$ cat config.mk
export PLATFORM = sky130hd
export DESIGN_NAME = gate_sweep_ctrl
export DESIGN_NICKNAME = d
export VERILOG_FILES = /design/src/rtl/gate_sweep_ctrl.sv
export SDC_FILE = /design/constraint.sdc
export NUM_CORES = 1
export LEC_CHECK = 0
export ABC_AREA = 1
export CAP_MARGIN = 20
export CORE_MARGIN = 2
export CORE_UTILIZATION = 46
export DETAILED_ROUTE_END_ITERATION = 8
export GPL_ROUTABILITY_DRIVEN = 0
export PLACE_DENSITY_LB_ADDON = 0.3
export SYNTH_ARGS = -nofsm -noshare
export SYNTH_HDL_FRONTEND = slang
export SYNTH_SLANG_ARGS = --single-unit
$ cat constraint.sdc
create_clock -name clk -period 1.9 [get_ports clk]
set_clock_uncertainty 0.15 [all_clocks]
set_input_delay 0.285 -clock clk [delete_from_list [all_inputs] [get_ports clk]]
set_output_delay 0.285 -clock clk [all_outputs]
set_load 0.005 [all_outputs]
$ cat src/rtl/gate_sweep_ctrl.sv
// Sweeps the two-input gate unit through vectors 00,01,10,11 and checks its five outputs per vector.
// Latency: first vector driven 1 cycle after start; done pulses 4*(DWELL+1)+1 cycles after start.
// Backpressure: none; start is honoured only when idle and is never queued.
module gate_sweep_ctrl #(
    parameter int DWELL = 4
) (
    input  logic        clk,
    input  logic        rst,
    input  logic        start,
    output logic        x,
    output logic        y,
    input  logic        z_and,
    input  logic        k_and,
    input  logic        b_and,
    input  logic        f_nand,
    input  logic        h_nand,
    output logic        busy,
    output logic        done,
    output logic        pass,
    output logic [3:0]  fail_mask,
    output logic [19:0] result
);

    typedef enum logic [1:0] {
        IDLE   = 2'd0,
        DRIVE  = 2'd1,
        SAMPLE = 2'd2,
        DONE   = 2'd3
    } state_t;

    localparam logic [7:0] DWELL_M1 = 8'(DWELL - 1);

    state_t      state_q, state_d;
    logic [1:0]  vec_q, vec_d;
    logic [7:0]  cnt_q, cnt_d;
    logic [3:0]  mask_d;
    logic [19:0] result_d;
    logic        pass_d;
    logic        drv_d;
    logic        and_exp;
    logic [4:0]  rsp;
    logic [4:0]  rsp_exp;

    assign rsp     = {z_and, k_and, b_and, f_nand, h_nand};
    assign and_exp = vec_q[1] & vec_q[0];
    assign rsp_exp = {and_exp, and_exp, and_exp, ~and_exp, ~and_exp};

    always_comb begin
        state_d  = state_q;
        vec_d    = vec_q;
        cnt_d    = cnt_q;
        mask_d   = fail_mask;
        result_d = result;
        pass_d   = pass;
        unique case (state_q)
            IDLE: begin
                if (start) begin
                    state_d  = DRIVE;
                    vec_d    = 2'd0;
                    cnt_d    = 8'd0;
                    mask_d   = 4'h0;
                    result_d = 20'h0;
                    pass_d   = 1'b0;
                end
            end
            DRIVE: begin
                if (cnt_q == DWELL_M1) begin
                    state_d = SAMPLE;
                end else begin
                    cnt_d = cnt_q + 8'd1;
                end
            end
            SAMPLE: begin
                result_d[5*int'(vec_q) +: 5] = rsp;
                if (rsp != rsp_exp) begin
                    mask_d[vec_q] = 1'b1;
                end
                // pass must see the last vector's mismatch, so it is derived from mask_d
                if (vec_q == 2'd3) begin
                    state_d = DONE;
                    pass_d  = (mask_d == 4'h0);
                end else begin
                    state_d = DRIVE;
                    vec_d   = vec_q + 2'd1;
                    cnt_d   = 8'd0;
                end
            end
            DONE: begin
                state_d = IDLE;
            end
            default: begin
                state_d = IDLE;
            end
        endcase
    end

    assign drv_d = (state_d == DRIVE) || (state_d == SAMPLE);

    always_ff @(posedge clk) begin
        if (rst) begin
            state_q   <= IDLE;
            vec_q     <= 2'd0;
            cnt_q     <= 8'd0;
            fail_mask <= 4'h0;
            result    <= 20'h0;
            pass      <= 1'b0;
            x         <= 1'b0;
            y         <= 1'b0;
            busy      <= 1'b0;
            done      <= 1'b0;
        end else begin
            state_q   <= state_d;
            vec_q     <= vec_d;
            cnt_q     <= cnt_d;
            fail_mask <= mask_d;
            result    <= result_d;
            pass      <= pass_d;
            x         <= drv_d & vec_d[1];
            y         <= drv_d & vec_d[0];
            busy      <= drv_d;
            done      <= (state_d == DONE);
        end
    end

endmodule

; Word level (Yosys, flattened, before mapping)
; Cells that the tools add are included.
[word_totals]
regBits = 41
latchBits = 0
mem_bits_rw = 0
rom_bits = 0
inputBits = 8
out_inout_bits = 29
elab_cells = 68
memories = 0
[op_classes]
n_addsub = 3
mul = 1
div = 0
order_cmp = 2
eq_ne = 13
shift = 2
muxes = 23
n_bitwise = 5
n_reduce_logical = 9
[op_table]
columns = operator, count
row1 = $pmux 20 s2, 1
row2 = $neg 5->33, 1
row3 = $shift 5x33->20 const A, 1
row4 = $shiftx 5x33->20, 1
row5 = $mux 8, 3
row6 = $pmux 8 s3, 1
row7 = $bwmux 20, 1
row8 = $mux 20, 1
row9 = $mux 4, 3
row10 = $eq 2x2->1 const B, 5
row11 = $mux 2, 5
row12 = $add 8x1->8 const B, 1
row13 = $eq 8x2->1 const B, 1
row14 = $ne 2x2->1 const B, 4
row15 = $pmux 2 s4, 1
row16 = $pmux 4 s2, 1
row17 = $mul 3x2->5 const A, 1
row18 = $ne 5x5->1, 1
row19 = $eq 2x1->1 const B, 2
row20 = $logic_not 4->1, 1
row21 = $or 4x4->4, 1
row22 = $pmux 2 s2, 1
row23 = $reduce_and 4->1, 1
row24 = $and 1x1->1, 3
row25 = 14 further kinds, 16

; Logic depth before layout (Yosys ltp)
[depth]
depth_word = 10
mapped_depth = 9
ltp_nobuf = 9

; Worst setup path before layout
; No wires, ideal clock.
[synth_path]
kind = register -> register
from = register cnt_q[0]
to = register x
setup_time_ns = 0.078
arrival_time_ns = 1.813
t_required_ns = 1.672
slack_ns = -0.141
path_stages_with_launch = 9
n_path_buf = 0
synth_period_minus_slack_ns = 2.041
cell_sequence = dfxtp_1 -> ha_1 -> nor3b_1 -> nand3_1 -> o21ai_0 -> inv_1 -> ha_1 -> inv_1 -> nor3_1
[synth_via]
elab_chain_cells = 6
word_cells_on_any_way = 7
classes_between = eq/ne (3) / mux (2) / bitwise (1) / reduce/logical (1)
[synth_lines]
columns = item, line
row1 = from (decl), 35  ; logic [7:0] cnt_q, cnt_d;
row2 = from (signal assigned), 114  ; cnt_q <= cnt_d;
row3 = $eq 8x2->1 *, 67  ; if (cnt_q == DWELL_M1) begin
row4 = $mux 2 *, 67
row5 = $pmux 2 s4 *, 55  ; unique case (state_q)
row6 = named net state_d[0], 33  ; state_t state_q, state_d;
row7 = $eq 2x1->1 or $eq 2x2->1 (tied branches), 97  ; assign drv_d = (state_d == DRIVE) || (state_d == SAMPLE);
row8 = $logic_or 1x1->1 *, 97
row9 = named net drv_d, 39  ; logic drv_d;
row10 = $and 1x1->1 *, 118  ; x <= drv_d & vec_d[1];
row11 = to (signal assigned), 118
row12 = to (decl), 10  ; output logic x,
; The timed path passes the listed nets; every way through them passes the cells marked *.
; A chain may end at the register's enable or synchronous reset.

; Final worst setup path
[layout_path]
from = register cnt_q[1]
to = register x
; The elaborated chain is that of the path after synthesis.

==> flow_summary.toml <==
[synth]
synthArstFlopShare = 0
synth.yosys.seq_area_share = 0.441
syn_inst = 248
synthesis.nets = 262
average_size_of_a_mapped_cell_sq_um = 7.51
postSynthRegisterBits = 41
post_synth_instance_area_sq_um = 1860
yosys.cell_count.top_type = "sky130_fd_sc_hd__nand2_1"
synth_top_cell_by_area = "sky130_fd_sc_hd__dfxtp_1"
largest_cells_by_area_after_synthesis = "sky130_fd_sc_hd__dfxtp_1, sky130_fd_sc_hd__nand2_1, sky130_fd_sc_hd__a21oi_1"
synth.top_cell.area_share = 0.441
yosysWarnings = 0
top_cells_by_count_synth = "sky130_fd_sc_hd__nand2_1, sky130_fd_sc_hd__dfxtp_1, sky130_fd_sc_hd__a21oi_1, sky130_fd_sc_hd__inv_1, sky130_fd_sc_hd__nand3_1"
post_synth_edffs = 0
yosysUniqueCellTypes = 24
yosys_most_used_dff = "sky130_fd_sc_hd__dfxtp_1"

[floorplanning]
floorplan.die_area_sq_um = 4570
starting_utilization_of_the_core_area = 0.472
io-pin-count = 37
die-height_um = 67.6
floorplan.rows = 23
core_area_sq_um = 3940
chipWidth_um = 67.6

[power]
power.total_mw = 1.72
power.ir.vdd_worst_mv = 0.380
power_density_nw_per_um2 = 678
total_leakage_power_nw = 0.937

[clock_network]
cts_sinks = 41
tritoncts_clock_tree = "done"
tritoncts.num_buffers = 5
clk_root_buffer_cell = "sky130_fd_sc_hd__clkbuf_8"
max-clock-path-buffers = 2
clkTransAtPathRegs_ps = 80
cts-htree-levels = 2
hold_fix_buffers_at_cts = 0
clock_insertion_delay_worst_skew_ps = 280

[detailed_routing]
final_antenna_net_count = 0
drt_iter0_markers = 89
post-route-drc-count = 0
finalWirelength_um = 4280
detailedRoute.firstPassIterationCount = 4
via_per_inst = 4.93
detailroute.via_count = 1750
detail_routed_net_length_per_standard_cell_um = 12.0

[setup_path]
critical_path_peak_fanout = 3
reg2regPathDepth = 8
critPathLaunchType = "flip-flop"
critical_path_arrival_ps = 1890
worst-endpoint-required_ps = 1960
critical_path_capture_point_type = "flip-flop"
slowest_stage = "sky130_fd_sc_hd__dfxtp_1"
cpPeakStageDelay_ps = 370
crit_path_cell_trace = "ha_1 -> nor3b_4 -> nand3_2 -> o21ai_2 -> inv_1 -> ha_1 -> inv_1 -> nor3_1"
kind_of_critical_path = "flip-flop to flip-flop"

[sta]
final_hold_vios = 0
finalCriticalPeriod_ps = 1830
tightest_slew_ps = 395
finalSetupViolations = 0
timing.final.crit_share = 0.962
timing.fmax_ghz = 0.547
timing.max_slew.rel_slack = 0.735
report.final.slew_viol_count = 0

[place]
io_buffers = 36
dp_hpwl_um = 3100

[finish]
area_growth_pct = 36.2
n_antenna_cell = 0
fillers = 348
final_core_util = 0.643
drive_above_1_share = 0.138
finalNetCount = 318

[worst_hold_path]
worstHoldPathCells = 2
worstHoldPathType = "flip-flop to flip-flop"

[outcome]
outcome = "complete, no violations"

[grt]
globalRouteOverflowTotal = 0
grt_first_pass_wirelength_um = 7250
first_global_vias = 1634
antenna_found_initial = 0
grt_max_degree = 37
groute.usage.overall = 0.208

[run]
maxCapViolations = 0
## cell families (layout without fill, tap and decap cells)
| family | after synthesis | count (layout) | synth area share |
|---|---|---|---|
| and+or+nand+nor | 122 | 122 | 0.323 |
| AOI/OAI and AO/OA | 43 | 43 | 0.120 |
| DFF | 41 | 41 | 0.441 |
| buffers and inverters | 35 | 92 | 0.0706 |
| adders and majority gates | 6 | 6 | 0.0403 |
| xor gates and xnor gates | 1 | 1 | 0.00471 |
## stage by stage
stage	setup TNS [ps]	hold WS, ps	cells	instance area, sq um	worst slack, ps
6_report	0	314	355	2540	71.8
5_1_grt	-13.9	342	355	2540	-13.9
4_1_cts	0	320	355	2520	6.11
3_5_place_dp	0	308	347	2400	29.0
3_3_place_gp	0	305	347	2400	88.1
2_1_floorplan	0	278	248	1870	2.87
## final cells by class
type	instances	area, sq um	area share
clock buffer	7	86.3	0.0340
inverter	31	116	0.0459
multi-input combinational	172	932	0.368
clock inverter	1	30.0	0.0118
tap	50	62.6	0.0247
timing repair buffer	53	488	0.192
sequential	41	821	0.324
## sequential cells by signal, indices dropped and copies added, names as in the netlist
signal     count
done           1
result        20
fail_mask      4
state_q        2
cnt_q          8
y              1
pass           1
busy           1
vec_q          2
x              1
## placed cells by master (no fill, tap or decap), types with 2 or more instances in the layout
| cell type | instances |
|---|---|
| sky130_fd_sc_hd__clkbuf_8 | 6 |
| sky130_fd_sc_hd__a21oi_1 | 32 |
| sky130_fd_sc_hd__inv_1 | 29 |
| sky130_fd_sc_hd__nor2_2 | 3 |
| sky130_fd_sc_hd__nor2_4 | 3 |
| sky130_fd_sc_hd__nand2_1 | 57 |
| sky130_fd_sc_hd__o21ai_0 | 6 |
| sky130_fd_sc_hd__nand3b_1 | 3 |
| sky130_fd_sc_hd__nor2_1 | 19 |
| sky130_fd_sc_hd__clkdlybuf4s50_1 | 36 |
| sky130_fd_sc_hd__nand3_1 | 19 |
| sky130_fd_sc_hd__dfxtp_1 | 41 |
| sky130_fd_sc_hd__inv_2 | 2 |
| sky130_fd_sc_hd__buf_4 | 17 |
| sky130_fd_sc_hd__nor3_1 | 6 |
| sky130_fd_sc_hd__ha_1 | 5 |
| sky130_fd_sc_hd__nand4_1 | 5 |
| sky130_fd_sc_hd__or2_2 | 2 |
| sky130_fd_sc_hd__o21ai_2 | 2 |
## power breakdown
part | total, mW | switching [mW] | internal [mW]
sequential | 0.870 | 0.00428 | 0.865
combinational | 0.131 | 0.0771 | 0.0536
clock | 0.720 | 0.292 | 0.428
total | 1.72 | 0.373 | 1.35
## worst max-delay path: cells and delay by family (launching register included)
family                   cells  cell delay [ps]
AND/OR/NAND/NOR              3              530
adder cells (fa/ha/maj)      2              450
flip-flops                   1              370
AO/OA/AOI/OAI                1              140
buffers and inverters        2              110
## metal layers
metal	global-route usage	wire, um
met1	0.275	2030
met3	0.0467	162
met2	0.327	2040
met4	0.0842	49
met5	0	0
## worst paths after layout
kind,from,to,slack (ps)
hold / removal,result[15],result[15],310
setup reg to reg,cnt_q[1],x,70
hold reg to reg,result[15],result[15],310
setup / recovery,cnt_q[1],x,70
## timing repair
action | in CTS | in global routing
buffers inserted | 0 | 0
setup endpoints to repair | 0 | 12
resized for setup | 0 | 6
hold endpoints to repair | 0 | 0
Power figures use the tool's default switching activity.
